File: src/rtl/spi_ram_ctrl.sv
// Command-decoding single-port RAM behind the SPI slave.
// Two-stage pipeline: capture {cmd,payload}, then execute against memory.
module spi_ram_ctrl #(
   parameter int DATA_W   = 8,
   parameter int ADDR_W   = 8,
   parameter int DEPTH    = 256,
   parameter int AUTO_INC = 1
) (
   input  logic              clk,
   input  logic              rst_n,
   input  logic [DATA_W+1:0] din,
   input  logic              rx_valid,
   input  logic              tx_ready,
   output logic [DATA_W-1:0] dout,
   output logic              tx_valid,
   output logic              addr_err,
   output logic              rd_ovf
);

   localparam logic [1:0] CMD_SET_WA = 2'b00;
   localparam logic [1:0] CMD_WRITE  = 2'b01;
   localparam logic [1:0] CMD_SET_RA = 2'b10;
   localparam logic [1:0] CMD_READ   = 2'b11;

   localparam logic [ADDR_W-1:0] LAST_ADDR = ADDR_W'(DEPTH - 1);

   logic [DATA_W+1:0] cmd_q, cmd_d;
   logic              cmd_v_q, cmd_v_d;
   logic [ADDR_W-1:0] write_addr_q, write_addr_d;
   logic [ADDR_W-1:0] read_addr_q, read_addr_d;
   logic [DATA_W-1:0] dout_q, dout_d;
   logic              tx_valid_q, tx_valid_d;
   logic              addr_err_q, addr_err_d;
   logic              rd_ovf_q, rd_ovf_d;

   logic [DATA_W-1:0] mem [0:DEPTH-1];
   logic [1:0]        op;
   logic [DATA_W-1:0] pay;
   logic              in_range;
   logic              slot_free;
   logic              mem_we;

   function automatic logic [ADDR_W-1:0] next_addr(input logic [ADDR_W-1:0] a);
      return (a == LAST_ADDR) ? '0 : a + 1'b1;
   endfunction

   assign op       = cmd_q[DATA_W+1:DATA_W];
   assign pay      = cmd_q[DATA_W-1:0];
   assign in_range = 32'(pay) < 32'(DEPTH);

   always_comb begin
      cmd_d        = rx_valid ? din : cmd_q;
      cmd_v_d      = rx_valid;
      write_addr_d = write_addr_q;
      read_addr_d  = read_addr_q;
      dout_d       = dout_q;
      // An accepted word frees the slot; a read below may refill it at once.
      tx_valid_d   = tx_valid_q && !tx_ready;
      slot_free    = !tx_valid_q || tx_ready;
      addr_err_d   = 1'b0;
      rd_ovf_d     = 1'b0;
      mem_we       = 1'b0;
      if (cmd_v_q) begin
         unique case (op)
            CMD_SET_WA: begin
               if (in_range) write_addr_d = pay[ADDR_W-1:0];
               else          addr_err_d   = 1'b1;
            end
            CMD_WRITE: begin
               mem_we = 1'b1;
               if (AUTO_INC != 0) write_addr_d = next_addr(write_addr_q);
            end
            CMD_SET_RA: begin
               if (in_range) read_addr_d = pay[ADDR_W-1:0];
               else          addr_err_d  = 1'b1;
            end
            CMD_READ: begin
               if (slot_free) begin
                  dout_d     = mem[read_addr_q];
                  tx_valid_d = 1'b1;
                  if (AUTO_INC != 0) read_addr_d = next_addr(read_addr_q);
               end else begin
                  rd_ovf_d = 1'b1;
               end
            end
            default: ;
         endcase
      end
   end

   always_ff @(posedge clk or negedge rst_n) begin
      if (!rst_n) begin
         cmd_q        <= '0;
         cmd_v_q      <= 1'b0;
         write_addr_q <= '0;
         read_addr_q  <= '0;
         dout_q       <= '0;
         tx_valid_q   <= 1'b0;
         addr_err_q   <= 1'b0;
         rd_ovf_q     <= 1'b0;
      end else begin
         cmd_q        <= cmd_d;
         cmd_v_q      <= cmd_v_d;
         write_addr_q <= write_addr_d;
         read_addr_q  <= read_addr_d;
         dout_q       <= dout_d;
         tx_valid_q   <= tx_valid_d;
         addr_err_q   <= addr_err_d;
         rd_ovf_q     <= rd_ovf_d;
      end
   end

   // Storage is deliberately unreset; cmd_v_q gates writes during reset.
   always_ff @(posedge clk) begin
      if (mem_we) mem[write_addr_q] <= pay;
   end

   assign dout     = dout_q;
   assign tx_valid = tx_valid_q;
   assign addr_err = addr_err_q;
   assign rd_ovf   = rd_ovf_q;

endmodule

File: config.mk
export PLATFORM = sky130hd
export DESIGN_NAME = spi_ram_ctrl
export DESIGN_NICKNAME = d
export VERILOG_FILES = /design/src/rtl/spi_ram_ctrl.sv
export SDC_FILE = /design/constraint.sdc
export NUM_CORES = 2
export LEC_CHECK = 0
export CORE_MARGIN = 5
export CORE_UTILIZATION = 40
export DETAILED_ROUTE_END_ITERATION = 6
export GPL_TIMING_DRIVEN = 1
export SLEW_MARGIN = 25
export SYNTH_ARGS = -nofsm -noshare
export SYNTH_HDL_FRONTEND = slang
export SYNTH_SLANG_ARGS = --single-unit
File: constraint.sdc
create_clock -name clk -period 5.42 [get_ports clk]
set_input_delay 1.084 -clock clk [delete_from_list [all_inputs] [get_ports clk]]
set_output_delay 1.084 -clock clk [all_outputs]
set_load 0.02 [all_outputs]
Word-level counts from Yosys, hierarchy flattened
Memory sizes are Yosys's and may differ from the RTL's. A register that Yosys moved wholly into a read port is not among the register bits.
Index checks and enable logic that the tools add are counted.

cells by class
  multiplexer cells = 15
  equal/unequal tests = 6
  add/sub/neg operators = 2
  reduce and logical (&&, ||, !) cells = 11

operators with widths
  cell                   number
  $pmux W8 S2            2
  $mux W8                3
  $add A8 B1 Y8 const B  2
  $eq A8 B8 Y1 const B   2
  $mux W1                10
  $reduce_and A3 Y1      2
  $eq A2 B2 Y1 const B   2
  $reduce_bool A2 Y1     2
  $logic_not A1 Y1       3
  $eq A2 B1 Y1 const B   1
  $logic_not A2 Y1       1
  $ne A2 B2 Y1 const B   1
  $reduce_and A2 Y1      1
  $logic_and A1 B1 Y1    1
  $logic_or A1 B1 Y1     1

storage, ports and cells
  memories = 1
  output and inout port bits = 11
  bits in registers = 29
  bits in writable memories = 2048
  input bits = 14

memories
  memory  depth  width  read ports  clocked after Yosys merged registers in  write ports  line  source
  mem     256    8      1           1                                        1            36    logic [DATA_W-1:0] mem [0:DEPTH-1];

Longest topological paths before layout
  word-level depth = 5
  depth in mapped cells = 12

Worst setup path before layout
Ideal clock, no wire load.

  path type = register -> register
  from = reg cmd_q[3]
  to = mem mem[0][3], data pin
  data required time = 4.611 ns
  clock period less this slack = 4.019 ns
  data arrival time = 3.210 ns
  slack = 1.401 ns
  cell stages (with the launch flop) = 1
  path through = dfrtp_1

RTL lines
  what                    line  source
  from (decl)             27    logic [DATA_W+1:0] cmd_q, cmd_d;
  from (signal assigned)  102   cmd_q <= cmd_d;
  to (decl)               36

Straight into the memory's write port.

==> impl_metrics.py <==
metrics = {
    "clock_tree": {
        "cts_resized": 0,
        "clockRootBuffer": "clkbuf_16",
        "cts_tree": "done",
        "cts.htree.levels": 4,
        "clock_path_buffers": 3,
        "path_clk_slew_ns": 0.07,
        "cts_buffers": 203,
        "cts.sinks": 2085,
        "clock_latency_ns": 0.86,
        "ctsHoldBuffers": 0,
        "postCtsSetupBuffers": 0,
    },
    "yosys": {
        "ys_warn_count": 0,
        "syn-instance-count": 4137,
        "yosysSeqAreaShare_pct": 76.2,
        "synth_flop_cell": "edfxtp_1",
        "synth_edf_count": 2048,
        "syn_nets": 4156,
        "synth-seq-cells": 2085,
        "ys_types": 71,
        "async_flop_share_pct": 1.77,
        "syn-cell-area_sq_mm": 0.0819,
        "synth_area_per_cell_sq_um": 19.8,
    },
    "die": {
        "coreArea_sq_mm": 0.204,
        "start_util_pct": 40.1,
        "die_w_um": 462,
        "row_count": 166,
        "die_y_um": 462,
        "die_area_sq_mm": 0.214,
        "pin_count": 25,
    },
    "placed_design": {
        "io_buffers": 23,
        "place.detailed.hpwl_mm": 122,
        "routabilityCongestion": 0.885,
    },
    "detailed_routing": {
        "via_per_inst": 5.77,
        "drt_wl_total_mm": 203,
        "drc": 0,
        "drtAntennaViolNets": 0,
        "wire_per_inst_um": 28.8,
        "vias": 40787,
        "drt_iter0_markers": 4720,
        "drtPass1Iterations": 6,
    },
    "pwr": {
        "power_leakage_nw": 28.8,
        "power.share.switching_pct": 26.7,
        "power_switching_mw": 10.4,
        "powerDensity_mw_per_mm2": 424,
        "ir_worst_vdd_mv": 0.377,
        "p_int_mw": 28.5,
        "total_power_mw": 38.9,
        "seq_power_share_pct": 47.4,
        "p_clk_share_pct": 36.1,
        "p_comb_share_pct": 16.5,
    },
    "timing": {
        "fin_skew_ns": 0.0439,
        "final-hold-violation-count": 0,
        "setup_tns_ns": 0,
        "fin_crit_ns": 3.80,
        "drv_slew": 0,
        "tightestPinTransition_ns": 1.12,
        "setup-violations-final": 0,
        "max_slew_margin_pct": 25.6,
        "timing.fmax_mhz": 263,
        "fin_crit_sh_pct": 70.1,
        "rsz0062_at_grt": "no",
    },
    "cells_and_area": {
        "syn_to_final_growth_pct": 12.0,
        "nets": 4225,
        "fillers": 17129,
        "layout_commonest_cell": "edfxtp_1",
        "drive_gt1_share_pct": 17.7,
        "mostFrequentLayoutCells": "edfxtp_1 (2048), mux2i_1 (367), mux4_2 (331), nor2_1 (290), clkbuf_16 (206)",
    },
    "grt": {
        "grt_max_degree": 201,
        "grt_pass1_vias": 41101,
        "antenna_found_initial": 6,
        "grt_usage_pct": 18.7,
        "grt_pass1_wl_mm": 294,
        "grt_remaining_overflow": 0,
    },
    "setup_path": {
        "cp_max_fo": 69,
        "cp_slowest_stage_delay_ns": 0.88,
        "arrival_ns": 4.55,
        "crit_slowest_cell": "dfrtp_4",
        "worst_setup_path_start_kind": "flip-flop",
        "crit_path_cell_trace": "buf_12 > buf_4 > mux2i_1 > a22oi_1 > nand3_1 > o31ai_1 > o211ai_1 > o311ai_1",
        "cp-end-kind": "flip-flop",
        "r2r_setup_slack_ns": 1.62,
        "required_ns": 6.17,
        "path_class": "reg -> reg",
    },
    "hold_path": {
        "hold_path_class": "in -> async",
    },
    "run": {
        "max_cap_violations": 0,
    },
    "status": {
        "status": "finished, final reports clean",
    },
}
-- per-stage QoR --
| stage | instance area [sq um] | util, % | hold slack [ns] | worst slack [ns] | cells |
|---|---|---|---|---|---|
| after floorplan | 81900 | - | 0.513 | 1.40 | 4137 |
| after global placement | 85000 | 41.6 | 0.490 | 1.65 | 6686 |
| after CTS | 91600 | 44.9 | 0.381 | 1.63 | 7058 |
| final | 91700 | 44.9 | 0.231 | 1.62 | 7068 |
| after global routing | 91700 | 44.9 | 0.216 | 1.41 | 7061 |
| after detailed placement | 85000 | 41.7 | 0.487 | 1.61 | 6687 |
-- Yosys cell counts (19+ instances only) --
cell type	instances	share of area, %
buf_6	23	0.32
o21ai_0	58	0.35
a21boi_0	21	0.19
o22ai_1	58	0.44
mux4_2	331	9.1
and3_1	21	0.16
buf_1	20	0.092
nand4_1	19	0.15
clkbuf_1	111	0.51
o221ai_1	70	0.75
dfrtp_1	37	1.1
mux2i_1	367	4.5
a21oi_1	65	0.40
edfxtp_1	2048	75
a22oi_1	121	1.1
a211oi_1	23	0.21
nor2_1	291	1.3
buf_4	23	0.21
buf_2	68	0.42
nand2_1	73	0.33
nor2b_1	21	0.16
nand3_1	45	0.28
-- power groups by stage --
stage / sequential [mW] / combinational [mW] / clock, mW
2_1_floorplan: 18.8 / 4.19 / 0
3_3_place_gp: 18.8 / 6.34 / 0
3_5_place_dp: 18.8 / 6.40 / 0
4_1_cts: 18.4 / 6.41 / 14.2
5_1_grt: 18.4 / 6.73 / 14.9
6_report: 18.4 / 6.41 / 14.0
-- state kept, by name, indices dropped and copies added, names as in the netlist --
| signal | count |
|---|---|
| mem | 2048 |
| cmd_q | 10 |
| dout | 8 |
| read_addr_q | 8 |
| write_addr_q | 8 |
| cmd_v_q | 1 |
| rd_ovf | 1 |
| tx_valid | 1 |
-- metal layers --
layer  vias up  part of all wire [%]  track usage, %
met5         -                0.0064               0
met4         2                   3.1            6.05
met3       309                   7.4            3.83
met2      1644                    47            29.3
met1     21605                    42            26.3
li1      17227                     -               -
-- layout make-up --
type,count,area (sq um),share of cell area [%]
flip-flops and latches,2085,62500,68.1
repair buffers,123,1250,1.36
well taps,2688,3360,3.67
multi-input cells,1784,18000,19.6
clock buffers,249,5340,5.82
clock inverters,122,1240,1.36
diodes,8,20.0,0.0218
inverters,9,33.8,0.0368
-- final timing paths --
check	from	end	cells past startpoint
setup reg to reg	read_addr_q[1]	dout[3]	8
hold reg to reg	dout[1]	dout[1]	2
setup / recovery	read_addr_q[1]	dout[3]	8
hold / removal	rst_n	cmd_q[7]	1
min in group clk	dout[1]	dout[1]	2
max in group asynchronous	rst_n	read_addr_q[0]	1
-- kinds of logic after synthesis --
group	count (synthesis)	share of synthesized area [%]
other	1	0.00458
and+or+nand+nor	550	3.16
AOI/OAI and AO/OA	497	4.32
adders and majority gates	5	0.0764
buffers and inverters	268	1.88
muxes	731	14.3
DFF	2085	76.2
-- critical path: cells and delay by family (launching register included) --
kind	cells	cell delay, ns
compound gates	4	1.43
simple gates	1	0.11
buf+inv	2	0.96
mux	1	0.15
flops	1	0.88
Note: power is estimated with default switching activity, not from simulation.
